<file path="src/rtl/stage_seq_pkg.sv">
// stage_seq_pkg: shared types and helpers for the stage sequencer.
//   - stage_seq_state_t : sequencer state encoding
//   - STAGE_SEQ_NUM_STAGES : default number of generator stages
//   - onehot_stage(idx) : expected generator stage vector for stage idx
package stage_seq_pkg;

  localparam int unsigned STAGE_SEQ_NUM_STAGES = 6;

  typedef enum logic [2:0] {
    ST_IDLE  = 3'd0,
    ST_START = 3'd1,
    ST_DWELL = 3'd2,
    ST_SHIFT = 3'd3,
    ST_DONE  = 3'd4,
    ST_ERR   = 3'd5
  } stage_seq_state_t;

  // Returned 32 bits wide; callers truncate to their own stage count.
  function automatic logic [31:0] onehot_stage(input logic [4:0] idx);
    onehot_stage = 32'd1 << idx;
  endfunction

endpackage

</file>
<file path="src/rtl/stage_seq_dwell_timer.sv">
// stage_seq_dwell_timer: per-stage hold counter.
// Ports:
//   clk, rst   : clock, synchronous active-high reset
//   load       : clear the counter (held while not dwelling)
//   en         : counting enabled (sequencer is in DWELL)
//   dwell      : terminal count D; the stage is held D+1 cycles
//   first      : high in the first dwell cycle (count==0)
//   expire     : high in the last dwell cycle (count==D)
module stage_seq_dwell_timer #(
  parameter int DWELL_W = 4
) (
  input  logic               clk,
  input  logic               rst,
  input  logic               load,
  input  logic               en,
  input  logic [DWELL_W-1:0] dwell,
  output logic               first,
  output logic               expire
);

  logic [DWELL_W-1:0] count_r;

  assign first  = en & (count_r == {DWELL_W{1'b0}});
  assign expire = en & (count_r == dwell);

  // Dwell counter: cleared outside DWELL, stops at the terminal count.
  always_ff @(posedge clk) begin
    if (rst) begin
      count_r <= {DWELL_W{1'b0}};
    end else if (load) begin
      count_r <= {DWELL_W{1'b0}};
    end else if (en && !expire) begin
      count_r <= count_r + {{(DWELL_W-1){1'b0}}, 1'b1};
    end else begin
      count_r <= count_r;
    end
  end

endmodule

</file>
<file path="src/rtl/stage_sequencer.sv">
// stage_sequencer: drives sc_start/sc_shift of a one-hot stage clock
// generator for a requested number of passes, holding each stage for a
// programmable dwell, and optionally watches sc_out for sequencing faults.
// Build option: define STAGE_CHECK_EN to enable the DWELL-entry one-hot
// check and the sticky ERR state; otherwise sc_out is ignored and err=0.
// Ports:
//   clk, rst              : clock, synchronous active-high reset
//   req_valid/req_ready   : run request handshake (ready only in IDLE)
//   req_passes, req_dwell : pass count and extra hold cycles per stage
//   abort                 : abandon the run / clear an error
//   sc_start, sc_shift    : registered strobes to the generator
//   sc_out                : generator's current one-hot stage vector
//   busy, done, err       : status (done is a one-cycle pulse)
//   cur_stage, pass_cnt   : stage being held, completed passes
module stage_sequencer
  import stage_seq_pkg::*;
#(
  parameter int NUM_STAGES = STAGE_SEQ_NUM_STAGES,
  parameter int PASS_W     = 8,
  parameter int DWELL_W    = 4
) (
  input  logic                          clk,
  input  logic                          rst,
  input  logic                          req_valid,
  output logic                          req_ready,
  input  logic [PASS_W-1:0]             req_passes,
  input  logic [DWELL_W-1:0]            req_dwell,
  input  logic                          abort,
  output logic                          sc_start,
  output logic                          sc_shift,
  input  logic [NUM_STAGES-1:0]         sc_out,
  output logic                          busy,
  output logic                          done,
  output logic                          err,
  output logic [$clog2(NUM_STAGES)-1:0] cur_stage,
  output logic [PASS_W-1:0]             pass_cnt
);

  localparam int SW = $clog2(NUM_STAGES);
  localparam logic [SW-1:0] LAST_STAGE = SW'(NUM_STAGES - 1);

  localparam logic [2:0] S_IDLE  = ST_IDLE;
  localparam logic [2:0] S_START = ST_START;
  localparam logic [2:0] S_DWELL = ST_DWELL;
  localparam logic [2:0] S_SHIFT = ST_SHIFT;
  localparam logic [2:0] S_DONE  = ST_DONE;
`ifdef STAGE_CHECK_EN
  localparam logic [2:0] S_ERR   = ST_ERR;
`endif

  logic [2:0]         state_r, next_s;
  logic [PASS_W-1:0]  passes_r, pass_cnt_r;
  logic [DWELL_W-1:0] dwell_r;
  logic [SW-1:0]      cur_stage_r;
  logic               req_ready_r, sc_start_r, sc_shift_r, busy_r, done_r, err_r;
  logic               accept_s, first_s, expire_s, stage_bad_s, last_pass_s;

  assign accept_s    = (state_r == S_IDLE) && req_valid && !abort;
  assign last_pass_s = ((pass_cnt_r + {{(PASS_W-1){1'b0}}, 1'b1}) == passes_r);

  stage_seq_dwell_timer #(.DWELL_W(DWELL_W)) u_timer (
    .clk    (clk),
    .rst    (rst),
    .load   (state_r != S_DWELL),
    .en     (state_r == S_DWELL),
    .dwell  (dwell_r),
    .first  (first_s),
    .expire (expire_s)
  );

`ifdef STAGE_CHECK_EN
  assign stage_bad_s = first_s &&
                       (sc_out != NUM_STAGES'(onehot_stage(5'(cur_stage_r))));
`else
  logic unused_ok_s;
  assign unused_ok_s = ^{sc_out, first_s};
  assign stage_bad_s = 1'b0;
`endif

  // Next-state logic; abort overrides everything outside IDLE.
  always_comb begin
    next_s = state_r;
    case (state_r)
      S_IDLE: begin
        if (accept_s) begin
          next_s = (req_passes == {PASS_W{1'b0}}) ? S_DONE : S_START;
        end else begin
          next_s = S_IDLE;
        end
      end
      S_START: next_s = S_DWELL;
      S_DWELL: begin
`ifdef STAGE_CHECK_EN
        if (stage_bad_s) begin
          next_s = S_ERR;
        end else
`endif
        if (expire_s) begin
          if (cur_stage_r != LAST_STAGE) begin
            next_s = S_SHIFT;
          end else begin
            next_s = last_pass_s ? S_DONE : S_START;
          end
        end else begin
          next_s = S_DWELL;
        end
      end
      S_SHIFT: next_s = S_DWELL;
      S_DONE:  next_s = S_IDLE;
`ifdef STAGE_CHECK_EN
      S_ERR:   next_s = S_ERR;
`endif
      default: next_s = S_IDLE;
    endcase
    if (abort && (state_r != S_IDLE)) begin
      next_s = S_IDLE;
    end else begin
      next_s = next_s;
    end
  end

  // State, run context and Moore outputs registered from the next state.
  always_ff @(posedge clk) begin
    if (rst) begin
      state_r     <= S_IDLE;
      passes_r    <= {PASS_W{1'b0}};
      dwell_r     <= {DWELL_W{1'b0}};
      pass_cnt_r  <= {PASS_W{1'b0}};
      cur_stage_r <= {SW{1'b0}};
      req_ready_r <= 1'b1;
      sc_start_r  <= 1'b0;
      sc_shift_r  <= 1'b0;
      busy_r      <= 1'b0;
      done_r      <= 1'b0;
      err_r       <= 1'b0;
    end else begin
      state_r     <= next_s;
      req_ready_r <= (next_s == S_IDLE);
      sc_start_r  <= (next_s == S_START);
      sc_shift_r  <= (next_s == S_SHIFT);
      busy_r      <= (next_s == S_START) || (next_s == S_DWELL) || (next_s == S_SHIFT);
      done_r      <= (next_s == S_DONE);
`ifdef STAGE_CHECK_EN
      err_r       <= (next_s == S_ERR);
`else
      err_r       <= 1'b0;
`endif
      if (accept_s) begin
        passes_r   <= req_passes;
        dwell_r    <= req_dwell;
        pass_cnt_r <= {PASS_W{1'b0}};
      end else if ((state_r == S_DWELL) && expire_s && !stage_bad_s && !abort &&
                   (cur_stage_r == LAST_STAGE)) begin
        pass_cnt_r <= pass_cnt_r + {{(PASS_W-1){1'b0}}, 1'b1};
      end else begin
        pass_cnt_r <= pass_cnt_r;
      end
      // Stage index advances only when a shift really completes.
      if (accept_s || (next_s == S_START)) begin
        cur_stage_r <= {SW{1'b0}};
      end else if ((state_r == S_SHIFT) && (next_s == S_DWELL)) begin
        cur_stage_r <= cur_stage_r + {{(SW-1){1'b0}}, 1'b1};
      end else begin
        cur_stage_r <= cur_stage_r;
      end
    end
  end

  assign req_ready = req_ready_r;
  assign sc_start  = sc_start_r;
  assign sc_shift  = sc_shift_r;
  assign busy      = busy_r;
  assign done      = done_r;
  assign err       = err_r;
  assign cur_stage = cur_stage_r;
  assign pass_cnt  = pass_cnt_r;

endmodule

</file>
<file path="config.mk">
export PLATFORM = sky130hd
export DESIGN_NAME = stage_sequencer
export DESIGN_NICKNAME = d
export VERILOG_FILES = /design/src/rtl/stage_seq_pkg.sv /design/src/rtl/stage_seq_dwell_timer.sv /design/src/rtl/stage_sequencer.sv
export SDC_FILE = /design/constraint.sdc
export NUM_CORES = 1
export LEC_CHECK = 0
export ABC_CLOCK_PERIOD_IN_PS = 2400
export CAP_MARGIN = 20
export CORE_MARGIN = 2
export CORE_UTILIZATION = 30
export DETAILED_ROUTE_END_ITERATION = 12
export PLACE_DENSITY = 0.62
export SETUP_SLACK_MARGIN = 0.5
export SYNTH_ARGS = -nofsm -noshare
export SYNTH_HDL_FRONTEND = slang
export SYNTH_HIERARCHICAL = 1
export SYNTH_SLANG_ARGS = --single-unit
</file>
<file path="constraint.sdc">
create_clock -name clk -period 2.4 [get_ports clk]
set_input_delay 0.72 -clock clk [delete_from_list [all_inputs] [get_ports clk]]
set_output_delay 0.72 -clock clk [all_outputs]
set_load 0.02 [all_outputs]
</file>
Yosys cells after proc, flatten, opt, wreduce, memory -nomap -nowiden

Cells that the tools add are included.

Register bits after elaboration: 35
Word-level logic and storage cells: 55

Mux-type cells: 7
Add/sub/neg operators: 3
Bitwise operators: 1
Reduce and logical (&&, ||, !) cells: 21
Equality and inequality tests: 12

Operators with widths:

| kind                | number |
|---|---|
| $mux 3              | 6 |
| $eq 3x2->1 const B  | 4 |
| $pmux 3 s3          | 1 |
| $add 8x1->8 const B | 1 |
| $eq 8x8->1          | 1 |
| $logic_and 1x1->1   | 8 |
| $logic_not 8->1     | 1 |
| $reduce_or 2->1     | 4 |
| $eq 3x1->1 const B  | 2 |
| $eq 3x3->1 const B  | 2 |
| $logic_not 3->1     | 2 |
| $add 4x1->4 const B | 1 |
| $eq 4x4->1          | 1 |
| $add 3x1->3 const B | 1 |
| $logic_or 1x1->1    | 3 |
| $ne 3x2->1 const B  | 1 |
| $ne 3x3->1 const B  | 1 |
| $reduce_bool 3->1   | 1 |
| $logic_not 1->1     | 2 |
| $and 1x1->1         | 1 |

Logic depth before layout (Yosys ltp)

Depth in word-level cells: 10
Gate-level depth with buffers: 8
Gate-level depth less buffers: 8

By module

The synthesis kept the hierarchy.

By module, submodules not included:

| module                | cells each | area an instance (um2) | sequential area each (um2) | times used |
|---|---|---|---|---|
| stage_sequencer       | 174        | 1,501.4                | 620.6                      | 1 |
| stage_seq_dwell_timer | 32         | 274.0                  | 80.1                       | 1 |

Worst setup path after synthesis

No wires, ideal clock.

Path kind: reg-to-reg
Start point: register pass_cnt_r[1], in the netlist pass_cnt[1]
End point: register cur_stage_r[1], in the netlist cur_stage[1]
Stages on the path, launching flop included: 8
Path slack: 0.354 ns
Arrival time: 1.946 ns
Buffers on the path: 0
Clock period less this slack: 2.046 ns
Setup time: 0.100 ns
Cell sequence: dfxtp_1 ha_1 and2_1 a211o_1 a31oi_1 nor4_4 nor2b_2 a2111oi_4

Longest elaborated chain between the ends: 10
Elaborated cells between the ends (all ways): 12
Those cells by class: add/sub (1); eq/ne (3); mux (5); reduce/logical (3)

RTL lines:

| element                          | line                   | text |
|---|---|---|
| start: declaration               | stage_sequencer.sv:52  | `logic [PASS_W-1:0] passes_r, pass_cnt_r;` |
| start signal: assignment         | stage_sequencer.sv:128 | `pass_cnt_r <= {PASS_W{1'b0}};` |
| start signal: assignment         | stage_sequencer.sv:151 | `pass_cnt_r <= {PASS_W{1'b0}};` |
| start signal: assignment         | stage_sequencer.sv:154 | `pass_cnt_r <= pass_cnt_r + {{(PASS_W-1){1'b0}}, 1'b1};` |
| $add 8x1->8 (*)                  | stage_sequencer.sv:59  | `assign last_pass_s = ((pass_cnt_r + {{(PASS_W-1){1'b0}}, 1'b1}) == passes_r);` |
| $eq 8x8->1 (*)                   | stage_sequencer.sv:59  |  |
| $mux 3 (*)                       | stage_sequencer.sv:102 | `next_s = last_pass_s ? S_DONE : S_START;` |
| $mux 3 (*)                       | stage_sequencer.sv:99  | `if (cur_stage_r != LAST_STAGE) begin` |
| $mux 3 (*)                       | stage_sequencer.sv:98  | `if (expire_s) begin` |
| $pmux 3 s3 (*)                   | stage_sequencer.sv:83  | `case (state_r)` |
| $mux 3 (*)                       | stage_sequencer.sv:115 | `if (abort && (state_r != S_IDLE)) begin` |
| $eq 3x1->1                       | stage_sequencer.sv:159 | `if (accept_s \|\| (next_s == S_START)) begin` |
| $logic_or 1x1->1                 | stage_sequencer.sv:159 |  |
| $reduce_or 2->1 (no source line) | -                      |  |
| end signal: assignment           | stage_sequencer.sv:160 | `cur_stage_r <= {SW{1'b0}};` |
| end signal: assignment           | stage_sequencer.sv:162 | `cur_stage_r <= cur_stage_r + {{(SW-1){1'b0}}, 1'b1};` |
| end signal: assignment           | stage_sequencer.sv:164 | `cur_stage_r <= cur_stage_r;` |
| end: declaration                 | stage_sequencer.sv:54  | `logic [SW-1:0] cur_stage_r;` |

Every way passes the cells marked *; elsewhere a longest branch is shown, timed or not.
A chain may end at the register's enable or synchronous reset.

Worst setup path after layout

Start point: input port req_passes[5]
End point: register sc_start_r, in the netlist sc_start

Longest elaborated chain between the ends: 6

RTL lines:

| element                | line                   | text |
|---|---|---|
| start: declaration     | stage_sequencer.sv:26  | `input logic [PASS_W-1:0] req_passes,` |
| $logic_not 8->1        | stage_sequencer.sv:86  | `next_s = (req_passes == {PASS_W{1'b0}}) ? S_DONE : S_START;` |
| $mux 3                 | stage_sequencer.sv:86  |  |
| $mux 3                 | stage_sequencer.sv:85  | `if (accept_s) begin` |
| $pmux 3 s3             | stage_sequencer.sv:83  |  |
| $mux 3                 | stage_sequencer.sv:115 |  |
| $eq 3x1->1             | stage_sequencer.sv:139 | `sc_start_r <= (next_s == S_START);` |
| end signal: assignment | stage_sequencer.sv:139 |  |
| end: declaration       | stage_sequencer.sv:55  | `logic req_ready_r, sc_start_r, sc_shift_r, busy_r, done_r, err_r;` |

No other way between the ends.

==> flow_summary.toml <==
[floorplanning]
die_h_um = 80.7
io-pin-count = 39
rows = 27
die_x_um = 80.7
fp.dieArea_sq_um = 6520
core_area_sq_um = 5610
start_util = 0.315

[global_routing]
grt.total_usage = 0.134
overflow = 0
antenna_found_initial = 0
grt_max_degree = 16
first_global_vias = 1414
grt_pass1_wl_mm = 6.68

[yosys]
postSynthNetCount = 231
netlist_area_sq_um = 1770
ys_warn_count = 6
netlist_instances = 204
post_synth.cell_area_avg_sq_um = 8.66

[cts]
insertion_delay_ps = 280
ctsHoldBuffers = 0
cts_htree_levels = 2
root_buffer = "clkbuf_8"
cts_tree = "yes"
clock-sinks = 35
cts_inserted_buffers = 5
cts_buffer_depth = 2
clk_pin_slew_ps = 70

[setup_path]
critPathMaxStageDelay_ps = 450
crit_type = "in2reg"
cp_max_fo = 3
critPathBufInv = 1
cp-end-kind = "flip-flop"
crit_path_start_kind = "input port"
reg2reg_from = "pass_cnt[0]"
cp-startpoint = "req_passes[5]"
cpMaxStageDelayCell = "or4_4"
required_ps = 2580
crit_family = "simple AND/OR/NAND/NOR gates"
critPathArrivalTime_ps = 2100
path_cells = "clkdlybuf4s50_1, or4_4, or3_4, and4_1"

[final_layout]
final_area_sq_um = 2530
antenna_cells = 0
area_delta_synth_final_pct = 43.3
fin_nets = 281
drive_gt1_frac = 0.251
num-fill-cells = 586

[worst_hold_path]
hp-class = "reg2reg"
hp-start = "dwell_r[2]"

[placed_design]
gp_congestion = 0.739
portBuffers = 31
placed_cell_area_sq_um = 2190
place_hpwl_mm = 2.86

[routing]
first_iter_violations = 83
num_vias = 1553
drc = 0
post_drt_wl_per_cell_um = 12.4
dr.pass1.iters = 4
drt-total-wl_mm = 4.05
avgViaCountPerCell = 4.75
ant_nets = 0

[sta]
finalSetupViolations = 0
finalMaxSlewViolations = 0
finalClockSkew_ps = 7.32
hold_viol = 0
fin_crit_ps = 1910
max_freq_mhz = 522
hold_slack_ps = 466
fin_crit_sh = 0.798
rsz0062_at_grt = "yes"

[pwr]
max-vdd-ir-drop_mv = 0.249
leakagePower_nw = 1.04
power_density_nw_per_um2 = 508

[run]
drv_cap = 0

[outcome]
outcome = "finished, final reports clean"
[layout make-up]
| cell class | count | area [sq um] | share of cell area |
|---|---|---|---|
| clock buffer | 6 | 82.6 | 0.0326 |
| sequential | 35 | 716 | 0.283 |
| multi-input combinational | 156 | 1130 | 0.448 |
| timing repair buffer | 50 | 452 | 0.178 |
| inverter | 6 | 22.5 | 0.00889 |
| clock inverter | 2 | 35.0 | 0.0138 |
| tap | 72 | 90.1 | 0.0356 |
[cell usage in the layout, fill, tap and decap left out, drive strengths merged, types with 2 or more instances in the layout]
cell           instances
buf                   19
nand4                  4
xor2                  12
o21ai                  7
dlygate4sd2           22
and3                   2
xnor2                  9
or2                    2
a31oi                  5
a21oi                 19
and2                   3
ha                     5
a211o                  3
clkdlybuf4s50          7
and4                   3
nor2b                  2
dfxtp                 35
nand3                  5
nor2                  15
a21o                   2
nor4                   3
clkbuf                 6
inv                    6
nand2                 34
or4                    2
nor3                   6
or3                    3
[flip-flops by register name, summed over array words and instances (netlist names), 3 cells and up]
| register | flops |
|---|---|
| cur_stage | 3 |
| u_timer/count_r | 4 |
| dwell_r | 4 |
| state_r | 3 |
| passes_r | 8 |
| pass_cnt | 8 |
[stage by stage]
step	setup WS (ps)	TNS, ps	cells	power (mW)	utilization
after floorplan	449	0	204	0.689	-
after global placement	-7.66	-7.66	307	0.747	0.391
after detailed placement	-17.8	-17.8	307	0.749	0.391
after CTS	302	0	320	1.30	0.428
after global routing	369	0	327	1.35	0.452
final	485	0	327	1.29	0.452
[worst paths after layout]
kind	end	slack (ps)	cells after the start
setup / recovery	sc_start	490	4
hold / removal	dwell_r[2]	470	2
setup reg to reg	sc_start	510	8
hold reg to reg	dwell_r[2]	470	2
[worst register-to-register path: cells and delay by family, from the launching register on]
kind,cells,cell delay (ps)
AOI/OAI and AO/OA,2,250
DFF,1,370
and+or+nand+nor,4,850
buffers and inverters,2,330
[routing by layer]
layer  up-vias  GRT usage  routed length (um)
met3         8     0.0267                 138
met1       713      0.180                1910
met4         0     0.0746                  87
met2        30      0.201                1910
li1        802          -                   -
met5         -          0                   0
[report_power, final]
group	leakage (nW)	total (mW)	internal [mW]	switching, mW
Combinational	0.687	0.135	0.0653	0.0699
Clock	0.0612	0.546	0.336	0.210
Sequential	0.289	0.605	0.594	0.0110
[timing repair]
action / 4_1_cts / 5_1_grt
setup buffers: 5 / 7
gates cloned: 0 / 0
resized for setup: 44 / 20
pin swaps: 10 / 9
endpoints found under the setup margin: 33 / 18
(Power assumes the default switching activity.)
